==> config.mk <==
export PLATFORM = sky130hd
export DESIGN_NAME = ad7124_tc_scheduler
export DESIGN_NICKNAME = d
export VERILOG_FILES = /design/src/rtl/ad7124_pkg.sv /design/src/rtl/ad7124_tc_scheduler.sv
export SDC_FILE = /design/constraint.sdc
export NUM_CORES = 1
export LEC_CHECK = 0
export BUFFER_PORTS_ARGS = -buffer_cell sky130_fd_sc_hd__buf_2
export CAP_MARGIN = 20
export CORE_UTILIZATION = 40
export CTS_CLUSTER_SIZE = 24
export DETAILED_ROUTE_END_ITERATION = 8
export SLEW_MARGIN = 5
export SYNTH_ARGS = -nofsm -noshare
export SYNTH_HDL_FRONTEND = slang
export SYNTH_SLANG_ARGS = --single-unit
==> constraint.sdc <==
create_clock -name aclk -period 5.3 [get_ports aclk]
set_clock_uncertainty 0.15 [all_clocks]
set_input_delay 0 -clock aclk [delete_from_list [all_inputs] [get_ports aclk]]
set_output_delay 0 -clock aclk [all_outputs]
set_load 0.01 [all_outputs]
==> src/rtl/ad7124_pkg.sv <==
// Shared constants and state encoding for the AD7124 conversion scheduler.
// Command bytes, frame lengths and the scheduler FSM states live here.
package ad7124_pkg;

  localparam logic [7:0] AD7124_CMD_RD_STATUS = 8'h40;
  localparam logic [7:0] AD7124_CMD_RD_DATA   = 8'h42;
  localparam int         AD7124_RDY_BIT       = 7;
  localparam logic [5:0] LEN_STATUS           = 6'd16;
  localparam logic [5:0] LEN_DATA             = 6'd32;

  typedef enum logic [3:0] {
    S_IDLE,
    S_ARB,
    S_POLL_CMD,
    S_POLL_RSP,
    S_READ_CMD,
    S_READ_RSP,
    S_STORE,
    S_NEXT,
    S_SW_CMD,
    S_SW_RSP
  } state_t;

endpackage

==> src/rtl/ad7124_tc_scheduler.sv <==
// Round-robin AD7124 status/data sweep sharing one SPI engine with
// software register accesses; results land in the sample BRAM.
module ad7124_tc_scheduler
  import ad7124_pkg::*;
#(
  parameter int NUM_OF_TC_PER_BOARD = 8,
  parameter int BRAM_BASE           = 0,
  parameter int STALE_LIMIT         = 16,
  localparam int CSW = $clog2(NUM_OF_TC_PER_BOARD)
) (
  input  logic                           aclk,
  input  logic                           aresetn,
  input  logic                           enable,
  input  logic                           sw_req_valid,
  output logic                           sw_req_ready,
  input  logic [CSW-1:0]                 sw_req_cs,
  input  logic [5:0]                     sw_req_len,
  input  logic [31:0]                    sw_req_data,
  output logic                           sw_rsp_valid,
  output logic [31:0]                    sw_rsp_data,
  output logic                           spi_cmd_valid,
  input  logic                           spi_cmd_ready,
  output logic [CSW-1:0]                 spi_cmd_cs,
  output logic [5:0]                     spi_cmd_len,
  output logic [31:0]                    spi_cmd_data,
  input  logic                           spi_rsp_valid,
  input  logic [31:0]                    spi_rsp_data,
  output logic                           bram_en,
  output logic [3:0]                     bram_we,
  output logic [12:0]                    bram_addr,
  output logic [31:0]                    bram_wrdata,
  output logic [NUM_OF_TC_PER_BOARD-1:0] stale_mask,
  output logic                           sweep_done,
  output logic                           busy
);

  localparam logic [7:0] LIM = 8'(STALE_LIMIT);

  state_t         r_state;
  state_t         w_next;
  logic [CSW-1:0] r_ch;
  logic [7:0]     r_seq;
  logic [23:0]    r_sample;
  logic [CSW-1:0] r_sw_cs;
  logic [5:0]     r_sw_len;
  logic [31:0]    r_sw_data;
  logic           r_sw_rsp_valid;
  logic [31:0]    r_sw_rsp_data;
  logic           w_last;
  logic           w_not_rdy;
  logic           w_poll_nr;
  logic           w_read_ok;

  assign w_last    = (r_ch == CSW'(NUM_OF_TC_PER_BOARD - 1));
  assign w_not_rdy = spi_rsp_data[AD7124_RDY_BIT];
  assign w_poll_nr = (r_state == S_POLL_RSP) && spi_rsp_valid
                     && w_not_rdy;
  assign w_read_ok = (r_state == S_READ_RSP) && spi_rsp_valid;

  assign busy         = (r_state != S_IDLE);
  assign sw_rsp_valid = r_sw_rsp_valid;
  assign sw_rsp_data  = r_sw_rsp_data;

  always_ff @(posedge aclk or negedge aresetn) begin
    if (!aresetn) begin
      r_state        <= S_IDLE;
      r_ch           <= '0;
      r_seq          <= '0;
      r_sample       <= '0;
      r_sw_cs        <= '0;
      r_sw_len       <= '0;
      r_sw_data      <= '0;
      r_sw_rsp_valid <= 1'b0;
      r_sw_rsp_data  <= '0;
    end else begin
      r_state        <= w_next;
      r_sw_rsp_valid <= 1'b0;
      if (r_state == S_ARB && sw_req_valid) begin
        r_sw_cs   <= sw_req_cs;
        r_sw_len  <= sw_req_len;
        r_sw_data <= sw_req_data;
      end
      if (w_read_ok)
        r_sample <= spi_rsp_data[23:0];
      if (r_state == S_SW_RSP && spi_rsp_valid) begin
        r_sw_rsp_valid <= 1'b1;
        r_sw_rsp_data  <= spi_rsp_data;
      end
      if (r_state == S_NEXT) begin
        if (w_last) begin
          r_ch  <= '0;
          r_seq <= r_seq + 8'd1;
        end else begin
          r_ch <= r_ch + CSW'(1);
        end
      end
    end
  end

  always_comb begin
    w_next        = r_state;
    spi_cmd_valid = 1'b0;
    spi_cmd_cs    = '0;
    spi_cmd_len   = '0;
    spi_cmd_data  = '0;
    sw_req_ready  = 1'b0;
    bram_en       = 1'b0;
    bram_we       = '0;
    bram_addr     = '0;
    bram_wrdata   = '0;
    sweep_done    = 1'b0;
    unique case (r_state)
      S_IDLE: begin
        if (enable || sw_req_valid)
          w_next = S_ARB;
      end
      // software wins only here, between channels
      S_ARB: begin
        if (sw_req_valid) begin
          sw_req_ready = 1'b1;
          w_next       = S_SW_CMD;
        end else if (enable) begin
          w_next = S_POLL_CMD;
        end else begin
          w_next = S_IDLE;
        end
      end
      S_POLL_CMD: begin
        spi_cmd_valid = 1'b1;
        spi_cmd_cs    = r_ch;
        spi_cmd_len   = LEN_STATUS;
        spi_cmd_data  = {AD7124_CMD_RD_STATUS, 24'h0};
        if (spi_cmd_ready)
          w_next = S_POLL_RSP;
      end
      S_POLL_RSP: begin
        if (spi_rsp_valid)
          w_next = w_not_rdy ? S_NEXT : S_READ_CMD;
      end
      S_READ_CMD: begin
        spi_cmd_valid = 1'b1;
        spi_cmd_cs    = r_ch;
        spi_cmd_len   = LEN_DATA;
        spi_cmd_data  = {AD7124_CMD_RD_DATA, 24'h0};
        if (spi_cmd_ready)
          w_next = S_READ_RSP;
      end
      S_READ_RSP: begin
        if (spi_rsp_valid)
          w_next = S_STORE;
      end
      S_STORE: begin
        bram_en     = 1'b1;
        bram_we     = 4'hF;
        bram_addr   = 13'(BRAM_BASE) + 13'({r_ch, 2'b00});
        bram_wrdata = {r_seq, r_sample};
        w_next      = S_NEXT;
      end
      S_NEXT: begin
        sweep_done = w_last;
        w_next     = S_ARB;
      end
      S_SW_CMD: begin
        spi_cmd_valid = 1'b1;
        spi_cmd_cs    = r_sw_cs;
        spi_cmd_len   = r_sw_len;
        spi_cmd_data  = r_sw_data;
        if (spi_cmd_ready)
          w_next = S_SW_RSP;
      end
      S_SW_RSP: begin
        if (spi_rsp_valid)
          w_next = S_ARB;
      end
      default: w_next = S_IDLE;
    endcase
  end

  for (genvar i = 0; i < NUM_OF_TC_PER_BOARD; i++) begin : g_stale
    logic [7:0] r_cnt;
    logic       r_flag;
    logic       w_sel;

    assign w_sel         = (r_ch == CSW'(i));
    assign stale_mask[i] = r_flag;

    // counter saturates at the limit; flag rises on reaching it
    always_ff @(posedge aclk or negedge aresetn) begin
      if (!aresetn) begin
        r_cnt  <= '0;
        r_flag <= 1'b0;
      end else if (w_sel && w_read_ok) begin
        r_cnt  <= '0;
        r_flag <= 1'b0;
      end else if (w_sel && w_poll_nr && r_cnt != LIM) begin
        r_cnt <= r_cnt + 8'd1;
        if (r_cnt == LIM - 8'd1)
          r_flag <= 1'b1;
      end
    end
  end

endmodule

# Word level (Yosys, flattened, before mapping)
# Cells that the tools add are included.
[totals]
register_bits = 185
latchBits = 0
ram_bits = 0
mem_bits_ro = 0
input_bits = 79
output_inout_bits = 136
word_cells = 199
memories = 0
[op_classes]
n_addsub = 10
multipliers = 0
div = 0
n_lt_le_gt_ge = 0
n_eq_ne = 39
n_shift = 0
n_mux = 64
bitwise_logic = 0
n_reduce_logical = 61
[op_table]
columns = ["op", "n"]
rows = [
  ["8-bit two-way mux", 16],
  ["32-bit one-hot mux with 3 select lines", 1],
  ["8-bit by 1-bit adder with 8-bit output (second input constant)", 9],
  ["8-bit by 4-bit equality test with 1-bit output (second input constant)", 8],
  ["8-bit by 5-bit inequality test with 1-bit output (second input constant)", 8],
  ["4-bit one-hot mux with 10 select lines", 1],
  ["4-bit two-way mux", 9],
  ["32-bit two-way mux", 1],
  ["2-bit nonzero test", 16],
  ["1-bit two-way mux", 30],
  ["1-bit logical AND", 29],
  ["6-bit one-hot mux with 3 select lines", 1],
  ["2-bit AND reduction", 9],
  ["4-bit by 3-bit equality test with 1-bit output (second input constant)", 4],
  ["2-bit inequality test (second input constant)", 7],
  ["3-bit equality test (second input constant)", 4],
  ["4-bit by 2-bit equality test with 1-bit output (second input constant)", 2],
  ["4-bit equality test (second input constant)", 2],
  ["7-bit AND reduction", 1],
  ["3-bit by 2-bit equality test with 1-bit output (second input constant)", 2],
  ["3-bit one-hot mux with 2 select lines", 1],
  ["5-bit two-way mux", 1],
  ["4-bit by 1-bit equality test with 1-bit output (second input constant)", 1],
  ["4-bit zero test", 1],
  ["other kinds (9)", 10],
]

# Longest topological paths before layout
[logic_depth]
word_depth = 7
depth_mapped = 8
depth_no_buf = 6

# Worst setup path before layout
# Ideal clock, no wire load.
[synth_timing]
path_type = "flip-flop to flip-flop"
from = "register r_ch[2]"
to = "register g_stale[3].r_cnt[7]"
setup_time_ns = 0.078
t_arrival_ns = 2.269
required_time_ns = 5.072
slack_ns = 2.804
path_stages_with_launch = 9
path_buffers = 2
period_less_slack_ns = 2.496
cell_sequence = "dfrtp_1 clkbuf_1 clkbuf_1 inv_1 ha_1 nor4bb_1 nor4b_1 or3b_2 a21oi_1"
[synth_via]
elab_chain_cells = 4
elab_cells_between_ends = 6
cone_classes = "eq/ne: 1; mux: 1; reduce/logical: 4"
[synth_lines]
columns = ["element", "line", "rtl"]
rows = [
  ["from (decl)", "ad7124_tc_scheduler.sv:41", "logic [CSW-1:0] r_ch;"],
  ["from (signal assigned)", "ad7124_tc_scheduler.sv:94", "r_ch <= r_ch + CSW'(1);"],
  ["3-bit by 2-bit equality test with 1-bit output (*)", "ad7124_tc_scheduler.sv:184", "assign w_sel = (r_ch == CSW'(i));"],
  ["1-bit logical AND (2 in a row)", "ad7124_tc_scheduler.sv:195", "end else if (w_sel && w_poll_nr && r_cnt != LIM) begin"],
  ["2-bit nonzero test (no source line)", "--", ""],
  ["to (signal assigned)", "ad7124_tc_scheduler.sv:196", "r_cnt <= r_cnt + 8'd1;"],
  ["to (decl)", "ad7124_tc_scheduler.sv:180", "logic [7:0] r_cnt;"],
]
# Every way passes the cells marked *; elsewhere a longest branch is shown, timed or not.
# A chain may end at the register's enable or synchronous reset.

# Worst setup path after layout
[layout_timing]
from = "register r_state[1]"
to = "register r_state[1]"
[layout_via]
elab_chain_cells = 3
elab_cells_between_ends = 19
cone_classes = "eq/ne: 16; mux: 1; reduce/logical: 2"
[layout_lines]
columns = ["element", "line", "rtl"]
rows = [
  ["from (decl)", "ad7124_tc_scheduler.sv:39", "state_t r_state;"],
  ["from (signal assigned)", "ad7124_tc_scheduler.sv:76", "r_state <= w_next;"],
  ["4-bit equality test, or another cell as far along", "ad7124_tc_scheduler.sv:112", "unique case (r_state)"],
  ["2-bit inequality test (no source line)", "--", ""],
  ["7-bit AND reduction (no source line)", "--", ""],
]
# Several ways; a longest one is shown, not always the timed one.

==> results.cfg <==
[outcome]
status = completed

[global_route]
gr-usage-met3_pct = 5.96
met1_usage_pct = 27.4
grt_max_degree = 101
grt-ovfl-total = 0
grt_pass1_vias = 7622
grt_use_met2_pct = 34.1
grt_use_total_pct = 21.0
grt_pass1_wl_um = 39900
antenna_found_initial = 0
top_usage_layer = met2

[floorplanning]
die_h_um = 155
start_util_pct = 41.1
die_w_um = 155
die-area_mm2 = 0.0240
design.core.area_mm2 = 0.0228
io_pins = 215
fp-row-count = 55

[synthesis]
synth_seq_cells = 185
ys_types = 60
synthTopCellsByArea = dfrtp_1 49%, mux2_2 9.4%, nand2_1 4.2%
yosys_warnings = 0
synth_top_area_share_pct = 49.5
synth.cell_area_mm2 = 0.00936
netlist_instances = 927
yosysTopAreaCell = dfrtp_1
ys_seq_area_share_pct = 49.5
synth_edf_count = 0
ys.flop_type = dfrtp_1
async_reset_ff_share_pct = 100
avgSynthCellArea_um2 = 10.1

[hold_path]
hp-class = input port to async pin

[routing]
drc = 0
num_vias = 7679
vias_per_cell = 5.09
wl_per_cell_um = 16.0
first_pass_iters = 5
wirelength_um = 24200
drt-initial-drc-count = 441
antenna_left = 0

[cells_and_area]
final_nets = 1285
finish.utilization_pct = 52.7
fin_cells = 1509
seq_area_mm2 = 0.00463
drive_gt1_share_pct = 28.0
nFillCells = 2048
multiInputGateArea_mm2 = 0.00429
diodes = 0
area_delta_synth_final_pct = 28.2

[power_and_ir_drop]
internal_power_mw = 3.27
power_density_mw_per_mm2 = 423
p_leak_nw = 5.79
switching_power_mw = 1.81
combPwrFrac_pct = 30.6
irDropWorstVdd_mv = 0.231
seqPwrFrac_pct = 43.2
power_frac_clock_pct = 26.2
p_sw_share_pct = 35.6
finalPower_mw = 5.08

[placement]
post-place-ws_ns = 2.26
dp.final_hpwl_um = 16100
io_buffers = 204
dp.cells = 1398
gp_congestion = 0.809

[sta]
hold_viol = 0
worstMarginPinSlew_ns = 0.901
maxSlewHeadroom_pct = 39.5
fmax_ghz = 0.309
setup_tns_ns = 0
worst_slack_ns = 2.07
rsz0062_at_grt = no
setup-violations-final = 0
slew_violations = 0
finalCritPeriodShare_pct = 61.0
finalCriticalPeriod_ns = 3.23

[critical_path]
critPathLaunchType = flop
setup.worst_path.end_class = flop
critical_path_class = flop to flop
cp_max_fo = 24
required_ns = 5.46
arrival_ns = 3.39

[clocking]
clock_path_buffers = 2
root_buffer = clkbuf_16
cts_tree = yes
cts_setup_buffers = 0
cts-htree-levels = 4
insertion_delay_ns = 0.43
numClockSinks = 185
cts_buffers = 17
clk_pin_slew_ns = 0.07

[run]
maxCapViolations = 0
-- metrics by stage --
step           hold slack (ns)  instance area (um^2)
6_report                0.0359                 12000
2_1_floorplan           -0.446                  9390
4_1_cts                 0.0687                 12000
3_3_place_gp           -0.0361                 10600
3_5_place_dp           -0.0410                 10600
5_1_grt                 0.0829                 12000
-- critical path, cell delays in order, from the launching register on --
cell,delay (ns)
dfrtp_1,0.63
nor3b_1,0.64
a21oi_1,0.19
o32ai_1,0.20
dlygate4sd3_1,0.64
o2bb2ai_1,0.08
dlygate4sd3_1,0.57
-- power groups by stage --
stage          clock network [mW]  registers, mW  logic, mW
2_1_floorplan                   0           2.14       1.02
3_3_place_gp                    0           2.20       1.47
3_5_place_dp                    0           2.21       1.49
4_1_cts                      1.36           2.19       1.56
5_1_grt                      1.42           2.27       1.72
6_report                     1.33           2.19       1.55
-- logic make-up after synthesis --
family	Yosys count	synth area share, %
AO/OA/AOI/OAI	89	5.99
flip-flops	185	49.5
AND/OR/NAND/NOR	403	22.6
adder cells (fa/ha/maj)	23	3.08
other	1	0.0401
multiplexers	83	9.92
XOR/XNOR	40	3.74
buffers and inverters	103	5.16
-- cells in the final DEF, fill, tap and decap left out, types with 5 or more instances in the layout --
master	Yosys	routed
a21oi_1	29	29
and2_1	39	39
and3_1	40	40
buf_2	5	203
buf_4	22	9
clkbuf_16	0	17
clkinv_8	0	8
conb_1	1	10
dfrtp_1	185	185
dlygate4sd3_1	0	79
ha_1	23	23
inv_1	38	38
mux2_2	78	78
mux2i_1	5	5
nand2_1	105	105
nand2b_1	5	5
nand3_1	34	34
nand4_1	22	22
nand4b_1	5	5
nor2_1	64	63
nor3_1	23	22
nor4_1	23	23
nor4bb_1	5	5
o21ai_0	24	24
or4_1	11	11
xnor2_1	35	35
xor2_1	5	5
-- path summary, 6_finish.rpt --
check / cells after the start / end / slack, ns / startpoint
min in group aclk: 4 / r_sample[20] / 0.15 / spi_rsp_data[20]
hold / removal: 2 / g_stale[3].r_cnt[2] / 0.04 / aresetn
setup reg to reg: 6 / r_state[1] / 2.07 / r_state[1]
setup / recovery: 6 / r_state[1] / 2.07 / r_state[1]
hold reg to reg: 2 / r_sample[8] / 0.32 / r_sample[8]
max in group asynchronous: 3 / sw_rsp_data[12] / 3.99 / aresetn
-- sequential cells by signal, indices dropped and copies added, names as in the netlist --
signal and cells:
g_stale.r_flag 8, r_sw_len 6, g_stale.r_cnt 64, r_sw_cs 3
r_sw_data 32, r_state 4, r_ch 3, sw_rsp_valid 1
r_sample 24, r_seq 8, sw_rsp_data 32
-- cell type report --
type | instances | share of cell area, %
sequential | 185 | 38.6
multi-input combinational | 648 | 35.8
timing repair buffer | 293 | 15.9
clock buffer | 18 | 3.66
tap | 313 | 3.27
clock inverter | 14 | 1.63
inverter | 38 | 1.19
-- synth_stat cells, types with 2 or more instances --
master	instances
a211oi_1	2
a21o_1	3
a21oi_1	29
a22o_1	3
a22oi_1	3
a31oi_1	4
a41oi_1	2
and2_1	39
and3_1	40
and4_1	4
buf_1	2
buf_2	5
buf_4	22
clkbuf_1	35
dfrtp_1	185
ha_1	23
inv_1	38
mux2_2	78
mux2i_1	5
nand2_1	105
nand2b_1	5
nand3_1	34
nand3b_1	2
nand4_1	22
nand4b_1	5
nor2_1	64
nor2b_1	5
nor3_1	23
nor3b_1	2
nor4_1	23
nor4bb_1	5
o211ai_1	2
o21ai_0	24
o21bai_1	2
o22a_1	2
o31ai_1	2
o32ai_1	2
or2_2	2
or3_1	4
or3b_2	2
or4_1	11
xnor2_1	35
xor2_1	5
-- timing repair --
| action | CTS | global route |
|---|---|---|
| endpoints found under the hold margin | 185 | 0 |
| resized for setup | 0 | 0 |
| hold buffers | 79 | 0 |
-- metal layers --
layer | vias up | routed length, um
met5 | - | 0
met4 | 0 | 234
met3 | 16 | 1510
met2 | 205 | 11600
met1 | 3748 | 10900
li1 | 3710 | -
(Power assumes the default switching activity.)
